--- src/rtl/aes_pkg.sv ---
// Shared types and helpers for the AES byte-stream front end.
package aes_pkg;

    localparam int unsigned AES_BYTES = 16;
    localparam int unsigned BLK_W     = 128;
    localparam int unsigned BYTE_W    = 8;
    localparam int unsigned CNT_W     = 4;
    localparam int unsigned OFF_W     = 7;

    typedef enum logic [1:0] {
        LOAD  = 2'd0,
        START = 2'd1,
        WAIT  = 2'd2,
        DRAIN = 2'd3
    } state_e;

    // Bit offset of byte idx within a 128-bit block; shared by packing and unpacking.
    function automatic logic [OFF_W-1:0] byte_lane(input logic [CNT_W-1:0] idx,
                                                   input logic             msb_first);
        logic [CNT_W-1:0] lane;
        lane = msb_first ? ~idx : idx;
        return {lane, 3'b000};
    endfunction

endpackage

--- src/rtl/aes_byte_stream_if.sv ---
// Byte-serial front end: packs key/plaintext bytes, launches the AES core,
// and streams the ciphertext back out a byte at a time.
module aes_byte_stream_if
    import aes_pkg::*;
#(
    parameter bit MSB_FIRST = 1'b1
) (
    input  logic             clk,
    input  logic             rst_n,
    input  logic             in_valid,
    output logic             in_ready,
    input  logic [BYTE_W-1:0] in_data,
    input  logic             in_is_key,
    output logic             out_valid,
    input  logic             out_ready,
    output logic [BYTE_W-1:0] out_data,
    output logic             out_last,
    output logic             core_start,
    output logic [BLK_W-1:0] core_plaintext,
    output logic [BLK_W-1:0] core_key,
    input  logic [BLK_W-1:0] core_ciphertext,
    input  logic             core_done,
    output logic             key_valid,
    output logic             busy
);

    localparam logic [CNT_W-1:0] LAST_IDX = CNT_W'(AES_BYTES - 1);

    state_e            state_q, state_d;
    logic [CNT_W-1:0]  key_cnt_q, key_cnt_d;
    logic [CNT_W-1:0]  pt_cnt_q, pt_cnt_d;
    logic [CNT_W-1:0]  out_cnt_q, out_cnt_d;
    logic [BLK_W-1:0]  key_q, key_d;
    logic [BLK_W-1:0]  pt_q, pt_d;
    logic [BLK_W-1:0]  ct_q, ct_d;
    logic              key_valid_q, key_valid_d;
    logic              core_start_q, core_start_d;
    logic              out_valid_q, out_valid_d;
    logic              out_last_q, out_last_d;
    logic [BYTE_W-1:0] out_data_q, out_data_d;
    logic              busy_q, busy_d;
    logic              key_acc;
    logic              pt_acc;

    // Next-state, datapath updates and registered-output precomputation.
    always_comb begin
        state_d      = state_q;
        key_cnt_d    = key_cnt_q;
        pt_cnt_d     = pt_cnt_q;
        out_cnt_d    = out_cnt_q;
        key_d        = key_q;
        pt_d         = pt_q;
        ct_d         = ct_q;
        key_valid_d  = key_valid_q;
        in_ready     = 1'b0;

        // Key bytes only enter on a plaintext block boundary; in START only
        // while the key is still incomplete.
        unique case (state_q)
            LOAD:    in_ready = ~in_is_key | (pt_cnt_q == '0);
            START:   in_ready = in_is_key & ~key_valid_q;
            default: in_ready = 1'b0;
        endcase

        key_acc = in_valid & in_ready & in_is_key;
        pt_acc  = in_valid & in_ready & ~in_is_key;

        if (key_acc) begin
            key_d[byte_lane(key_cnt_q, MSB_FIRST) +: BYTE_W] = in_data;
            key_cnt_d = key_cnt_q + CNT_W'(1);
            if (key_cnt_q == '0) begin
                key_valid_d = 1'b0;
            end
            if (key_cnt_q == LAST_IDX) begin
                key_valid_d = 1'b1;
            end
        end

        unique case (state_q)
            LOAD: begin
                if (pt_acc) begin
                    pt_d[byte_lane(pt_cnt_q, MSB_FIRST) +: BYTE_W] = in_data;
                    pt_cnt_d = pt_cnt_q + CNT_W'(1);
                    if (pt_cnt_q == LAST_IDX) begin
                        state_d = START;
                    end
                end
            end
            START: begin
                if (key_valid_q) begin
                    state_d = WAIT;
                end
            end
            WAIT: begin
                if (core_done) begin
                    ct_d    = core_ciphertext;
                    state_d = DRAIN;
                end
            end
            DRAIN: begin
                if (out_ready) begin
                    out_cnt_d = out_cnt_q + CNT_W'(1);
                    if (out_cnt_q == LAST_IDX) begin
                        state_d = LOAD;
                    end
                end
            end
            default: state_d = LOAD;
        endcase

        // Start pulse covers exactly the one START cycle that has a valid key.
        core_start_d = (state_d == START) & key_valid_d;
        busy_d       = (state_d != LOAD);
        out_valid_d  = (state_d == DRAIN);
        out_last_d   = (state_d == DRAIN) & (out_cnt_d == LAST_IDX);
        out_data_d   = (state_d == DRAIN) ? ct_d[byte_lane(out_cnt_d, MSB_FIRST) +: BYTE_W]
                                          : '0;
    end

    // State and datapath registers with asynchronous abort.
    always_ff @(posedge clk or negedge rst_n) begin
        if (!rst_n) begin
            state_q      <= LOAD;
            key_cnt_q    <= '0;
            pt_cnt_q     <= '0;
            out_cnt_q    <= '0;
            key_q        <= '0;
            pt_q         <= '0;
            ct_q         <= '0;
            key_valid_q  <= 1'b0;
            core_start_q <= 1'b0;
            out_valid_q  <= 1'b0;
            out_last_q   <= 1'b0;
            out_data_q   <= '0;
            busy_q       <= 1'b0;
        end else begin
            state_q      <= state_d;
            key_cnt_q    <= key_cnt_d;
            pt_cnt_q     <= pt_cnt_d;
            out_cnt_q    <= out_cnt_d;
            key_q        <= key_d;
            pt_q         <= pt_d;
            ct_q         <= ct_d;
            key_valid_q  <= key_valid_d;
            core_start_q <= core_start_d;
            out_valid_q  <= out_valid_d;
            out_last_q   <= out_last_d;
            out_data_q   <= out_data_d;
            busy_q       <= busy_d;
        end
    end

    assign out_valid      = out_valid_q;
    assign out_data       = out_data_q;
    assign out_last       = out_last_q;
    assign core_start     = core_start_q;
    assign core_plaintext = pt_q;
    assign core_key       = key_q;
    assign key_valid      = key_valid_q;
    assign busy           = busy_q;

endmodule

--- config.mk ---
export PLATFORM = sky130hd
export DESIGN_NAME = aes_byte_stream_if
export DESIGN_NICKNAME = d
export VERILOG_FILES = /design/src/rtl/aes_pkg.sv /design/src/rtl/aes_byte_stream_if.sv
export SDC_FILE = /design/constraint.sdc
export NUM_CORES = 1
export LEC_CHECK = 0
export BUFFER_PORTS_ARGS = -buffer_cell sky130_fd_sc_hd__buf_2
export CAP_MARGIN = 10
export CELL_PAD_IN_SITES_DETAIL_PLACEMENT = 1
export CELL_PAD_IN_SITES_GLOBAL_PLACEMENT = 2
export CORE_MARGIN = 2
export CORE_UTILIZATION = 35
export CTS_CLUSTER_SIZE = 40
export DETAILED_ROUTE_END_ITERATION = 8
export PLACE_DENSITY_LB_ADDON = 0.1
export SETUP_SLACK_MARGIN = 0.2
export SYNTH_ARGS = -nofsm -noshare
export SYNTH_HDL_FRONTEND = slang
export SYNTH_SLANG_ARGS = --single-unit
--- constraint.sdc ---
create_clock -name clk -period 2.9 [get_ports clk]
set_input_delay 0.58 -clock clk [delete_from_list [all_inputs] [get_ports clk]]
set_output_delay 0.58 -clock clk [all_outputs]
set_load 0.005 [all_outputs]
==> impl_metrics.toml, run 1 <==
[setup_path]
reg2reg_slack_ns = 0.24
critPathKind = "register to register"
r2r_cells = 7
crit_required_ns = 3.34
cp.arrival_ns = 3.10
worstSetupEndpointType = "register"
cp_max_fo = 8
worstSetupStartpointType = "register"

[clock_network]
clockBufferDepth = 3
clk_pin_slew_ns = 0.06
clock-sinks = 411
postCtsHoldBufs = 0
clk_latency_ns = 0.57
tritoncts = "done"
clockRootBuffer = "clkbuf_16"
h-tree-depth = 2
numCtsBuffers = 48

[power]
combPwrFrac_pct = 35.7
p_int_mw = 15.3
p_leak_nw = 12.0
pwr-share-clk_pct = 26.7
seqPwrFrac_pct = 37.6
power_switching_mw = 7.86
swShare_pct = 33.9
power_density_nw_per_um2 = 1000
ir_drop_v = 0.000480

[global_routing]
grt_pass1_vias = 14200
gr-total-overflow = 0
grt_max_degree = 70
grt_pass1_wl_um = 91500
antenna_found_initial = 3
grt.total_usage_pct = 22.6

[timing]
min_period_over_period_pct = 91.7
rsz0062_at_grt = "yes"
finalHoldViolations = 4
fmax_mhz = 376
finalSetupViolations = 0
report.final.slew_viol_count = 0
layout_setup_ws_ns = 0.241
fin_tns_setup_ns = 0
period_needed_ns = 2.66
hold_ws_ns = -0.0146
skew_ns = 0.0116
relSlewSlack_pct = 44.7
worst_pin_slew_ns = 0.826

[die]
die_y_um = 231
ios = 412
row_count = 83
fp.dieArea_um2 = 53400
core_um2 = 51200
start_util_pct = 35.3
die_w_um = 231

[drt]
wire_per_inst_um = 22.3
wl_um = 60200
first_iter_violations = 810
drt-pass1-iter-count = 5
ant_nets = 0
vias = 13500
drcViolationCount = 0
via_per_inst = 5.01

[synth]
synth-async-reset-ratio_pct = 100
synth_seq_cells = 411
syn-num-nets = 1669
synth_seq_area_share_pct = 57.0
synthDistinctLibCells = 61
yosysTopAreaCell = "dfrtp_1"
synth_top_area_share_pct = 57.0
ys.flop_type = "dfrtp_1"
synth_cells = 1518
synth.area.top_cells = "dfrtp_1, mux2_2, nand2_1"
yosys_warnings = 0
netlist_area_um2 = 18100
synth-edff-count = 0
synth_area_per_cell_um2 = 11.9

[placement]
routabilityCongestion = 0.803
dpl-instance-area_um2 = 21400
dp_hpwl_um = 44800
post-place-ws_ns = 0.113
port_buffers = 411

[layout]
antenna_cells = 0
finalInstanceArea_um2 = 23100
area_growth_pct = 27.9
layout_commonest_cell = "nand2_1"
fillers = 5616
drive_gt1_share_pct = 43.6
mostFrequentLayoutCells = "nand2_1, dfrtp_1, buf_2, mux2_2, buf_4"
finalNetCount = 2132

[run_status]
status = "finished with violations"
violations = "negative hold slack"

[job]
drv_cap = 0

[min_path]
hp-class = "input port to async pin"
## power groups by stage
| stage | clock, mW | combinational, mW | sequential, mW |
|---|---|---|---|
| CTS | 6.37 | 8.33 | 8.72 |
| detailed placement | 0 | 8.30 | 8.80 |
| floorplan | 0 | 4.82 | 8.61 |
| global route | 6.62 | 9.09 | 8.97 |
| global placement | 0 | 8.18 | 8.71 |
| finish | 6.20 | 8.27 | 8.71 |
## cells in the mapped netlist, drive strengths merged, types with 3 or more instances
master	number
a31oi	6
nor2	38
a211oi	6
nand3	15
a22o	3
and3	10
mux2i	15
nor3	14
nand4	9
buf	33
mux2	237
a221o	5
nor3b	3
a21oi	11
nand3b	7
o21ai	66
inv	10
and2	16
dfrtp	411
nor2b	13
nand2	424
xnor2	9
ha	9
mux4	45
o32ai	3
a22oi	15
xor2	4
nand2b	4
clkbuf	51
## stage by stage
step / util (%) / total power, mW / cells
after floorplan: - / 13.4 / 1518
after global placement: 41.8 / 16.9 / 2603
after detailed placement: 41.8 / 17.1 / 2603
after CTS: 44.9 / 23.4 / 2685
after global routing: 45.1 / 24.7 / 2693
final: 45.1 / 23.2 / 2693
## critical path: stages (launching register included)
cell	delay [ns]
dfrtp_1	0.39
inv_2	0.08
ha_2	0.19
or4b_4	0.51
a21o_1	0.27
nor4_4	0.36
nand4_2	0.35
mux2_2	0.39
## routing by layer
| metal | vias to the layer above | part of all wire [%] | global-route usage (%) | wire length [um] |
|---|---|---|---|---|
| met2 | 319 | 48 | 37.1 | 28900 |
| met5 | - | 0.038 | 0 | 23 |
| met3 | 75 | 4.6 | 3.58 | 2750 |
| met4 | 4 | 1.9 | 5.28 | 1120 |
| met1 | 6937 | 46 | 31.6 | 27400 |
| li1 | 6159 | - | - | - |
## area by class of cell
type | count | area (um^2) | area share, %
Clock buffer | 75 | 1430 | 6.21
Clock inverter | 7 | 160 | 0.693
Inverter | 11 | 41.3 | 0.179
Multi-Input combinational cell | 1012 | 7420 | 32.1
Sequential cell | 411 | 10300 | 44.5
Tap cell | 680 | 851 | 3.68
Timing Repair Buffer | 497 | 2900 | 12.6
## timing repair
item                       4_1_cts  5_1_grt
setup endpoints to repair        8       63
resized for setup                1       10
pin swaps                        0        2
setup buffers                    0        8
## flip-flops by register name (all words and copies together) (netlist names)
signal and flops:
busy 1, core_key 128, core_plaintext 128, core_start 1, ct_q 128, key_cnt_q 4, key_valid 1, out_cnt_q 4
out_data 8, out_last 1, out_valid 1, pt_cnt_q 4, state_q 2
## worst paths after layout
path,from,to
worst max-delay path,pt_cnt_q[1],core_key[118]
worst min-delay path,rst_n,core_plaintext[76]
worst max register to register,pt_cnt_q[1],core_key[118]
worst min register to register,ct_q[67],ct_q[67]
max in group asynchronous,rst_n,core_plaintext[2]
min in group clk,core_ciphertext[9],ct_q[9]
## kinds of logic (layout without fill, tap and decap cells)
group | count (synthesis) | count (layout) | share of synthesized area, %
AND/OR/NAND/NOR | 564 | 564 | 13.7
adder cells (fa/ha/maj) | 9 | 9 | 0.624
XOR/XNOR | 13 | 13 | 0.672
multiplexers | 297 | 297 | 21.2
AO/OA/AOI/OAI | 129 | 129 | 4.48
flip-flops | 411 | 411 | 57.0
buffers and inverters | 95 | 590 | 2.31
(Power assumes the default switching activity.)
==> run 2: changes to the inputs <==
--- a/config.mk
+++ b/config.mk
@@ -5,12 +5,14 @@
 export SDC_FILE = /design/constraint.sdc
 export NUM_CORES = 1
 export LEC_CHECK = 0
+export ABC_AREA = 1
 export BUFFER_PORTS_ARGS = -buffer_cell sky130_fd_sc_hd__buf_2
 export CAP_MARGIN = 10
 export CELL_PAD_IN_SITES_DETAIL_PLACEMENT = 1
 export CELL_PAD_IN_SITES_GLOBAL_PLACEMENT = 2
 export CORE_MARGIN = 2
-export CORE_UTILIZATION = 35
+export CORE_UTILIZATION = 31
+export CTS_BUF_LIST = sky130_fd_sc_hd__clkbuf_8 sky130_fd_sc_hd__clkbuf_16
 export CTS_CLUSTER_SIZE = 40
 export DETAILED_ROUTE_END_ITERATION = 8
 export PLACE_DENSITY_LB_ADDON = 0.1
==> run 2 against run 1 <==
Net effect:
- the run now ends clean
- critical path depth grew 6
- sequential power shrank 8.0%
- area after synthesis shrank 2.8%
- largest cell class unchanged
==> impl_metrics.toml, run 2 <==
[timing]
hold_ws_ns = 0.226
worst_pin_slew_ns = 0.629
report.final.slew_viol_count = 0
relSlewSlack_pct = 57.9
rsz0062_at_grt = "yes"
finalSetupViolations = 0
period_needed_ns = 2.49
finalHoldViolations = 0
layout_setup_ws_ns = 0.407
skew_ns = 0.0255
fmax_mhz = 401
fin_tns_setup_ns = 0
min_period_over_period_pct = 86.0

[drt]
via_per_inst = 4.73
vias = 15600
wl_um = 65700
first_iter_violations = 908
wire_per_inst_um = 19.9
drcViolationCount = 0
ant_nets = 0
drt-pass1-iter-count = 4

[synth]
yosysTopAreaCell = "dfrtp_1"
synth-async-reset-ratio_pct = 100
synth.area.top_cells = "dfrtp_1, nand2_1, o21ai_0"
synth_area_per_cell_um2 = 8.38
syn-num-nets = 2247
synth_top_area_share_pct = 58.6
synth_seq_cells = 411
synth_cells = 2096
synth_seq_area_share_pct = 58.6
netlist_area_um2 = 17600
synthDistinctLibCells = 33
yosys_warnings = 0
ys.flop_type = "dfrtp_1"
synth.most_common_cell = "nand2_1"
synth-edff-count = 0
ys_top_cells_by_count = "nand2_1, dfrtp_1, o21ai_0"

[layout]
mostFrequentLayoutCells = "nand2_1, dfrtp_1, buf_2, o21ai_0, nand3_1"
fillers = 6781
area_growth_pct = 27.4
finalNonFillerCells = 3296
multi_input_area_um2 = 6590
regArea_um2 = 10300
drive_gt1_share_pct = 23.2
finalNetCount = 2652
finalInstanceArea_um2 = 22400
final_core_util_pct = 39.8
layout_commonest_cell = "nand2_1"

[global_routing]
antenna_found_initial = 13
grt_use_met2_pct = 35.1
grt_pass1_vias = 16500
use_met1_pct = 30.6
gr-total-overflow = 0
grt_pass1_wl_um = 101000
grt.total_usage_pct = 22.2
use_met3_pct = 4.72
grt_max_degree = 120
top_usage_layer = "met2"

[setup_path]
worstSetupEndpointType = "register"
critPathKind = "register to register"
cp_max_fo = 41
crit_required_ns = 3.42
cp.arrival_ns = 3.01
worstSetupStartpointType = "register"

[die]
row_count = 87
die_w_um = 242
core_um2 = 56200
die_y_um = 242
ios = 412
fp.dieArea_um2 = 58500
start_util_pct = 31.3

[clock_network]
h-tree-depth = 2
tritoncts = "done"
clk_latency_ns = 0.59
clockBufferDepth = 3
numCtsBuffers = 48
clk_pin_slew_ns = 0.06
clockRootBuffer = "clkbuf_16"
clock-sinks = 411
cts_setup_buffers = 0

[power]
power_density_nw_per_um2 = 1010
combPwrFrac_pct = 36.3
ir_drop_v = 0.000567
seqPwrFrac_pct = 35.4
p_leak_nw = 12.4
power.total_mw = 22.6
p_int_mw = 13.7
power_switching_mw = 8.93
pwr-share-clk_pct = 28.3
swShare_pct = 39.4

[placement]
placed_cells = 3206
dpl-instance-area_um2 = 20600
routabilityCongestion = 0.815
post-place-ws_ns = 0.295
dp_hpwl_um = 47300
port_buffers = 411

[run_status]
status = "completed"

[min_path]
hp-class = "input port to register"

[job]
drv_cap = 0
-- run 2: cell count changes after synthesis, moves of 16 or more --
cell / change
nand3_1: +100
inv_1: +43
mux2_2: -237
mux4_2: -45
and2_1: -16
buf_2: +28
o21ai_0: +173
nand2_1: +531
nor2_1: +55
-- run 2: final cells by class --
class	instances	area share, %
Antenna cell	4	0.0448
Clock buffer	68	6.70
Clock inverter	17	0.839
Inverter	61	1.03
Multi-Input combinational cell	1513	29.5
Sequential cell	411	46.0
Tap cell	756	4.23
Timing Repair Buffer	466	11.7
-- run 2: worst paths after layout --
kind,cells past startpoint,start,slack (ns),to
setup / recovery,13,pt_cnt_q[1],0.41,core_key[31]
hold / removal,3,core_ciphertext[17],0.23,ct_q[17]
setup reg to reg,13,pt_cnt_q[1],0.41,core_key[31]
hold reg to reg,2,ct_q[22],0.47,ct_q[22]
max in group asynchronous,3,rst_n,1.47,core_key[95]
min in group asynchronous,2,rst_n,0.57,core_key[103]
-- run 2: cell families (layout without fill, tap and decap cells) --
kind of cell | count (synthesis) | in the layout | share of synthesized area (%)
DFF | 411 | 411 | 58.6
adders and majority gates | 9 | 9 | 0.641
buffers and inverters | 172 | 612 | 4.10
other | 0 | 4 | 0
AOI/OAI and AO/OA | 284 | 284 | 8.28
xor gates and xnor gates | 5 | 5 | 0.378
and+or+nand+nor | 1215 | 1215 | 28.0
-- run 2: power groups by stage --
stage	clock network, mW	registers, mW	logic (mW)
3_5_place_dp	0	8.10	8.34
4_1_cts	6.59	8.02	8.38
3_3_place_gp	0	8.05	8.22
5_1_grt	6.82	8.17	9.32
2_1_floorplan	0	7.95	4.89
6_report	6.40	8.01	8.23
-- run 2: metal layers --
| layer | routed length [um] | up-vias |
|---|---|---|
| met5 | 94 | - |
| met4 | 1600 | 16 |
| met3 | 3160 | 94 |
| met2 | 30500 | 301 |
| met1 | 30300 | 7675 |
| li1 | - | 7505 |
-- run 2: critical path: stages (launching register included) --
cell and delay (ns):
dfrtp_1 0.45, inv_1 0.11, ha_1 0.14, nand3_1 0.07
inv_1 0.06, o21ai_1 0.05, nand2_1 0.09, nand3_2 0.13
inv_2 0.17, nand2_2 0.09, buf_4 0.28, nor2_1 0.54
nand2_1 0.13, nand2_1 0.10
-- run 2: repair_timing --
action                                 4_1_cts  5_1_grt
setup endpoints to repair                    0       51
resized for setup                            0        8
hold buffers                                 1        0
endpoints found under the hold margin       54        0
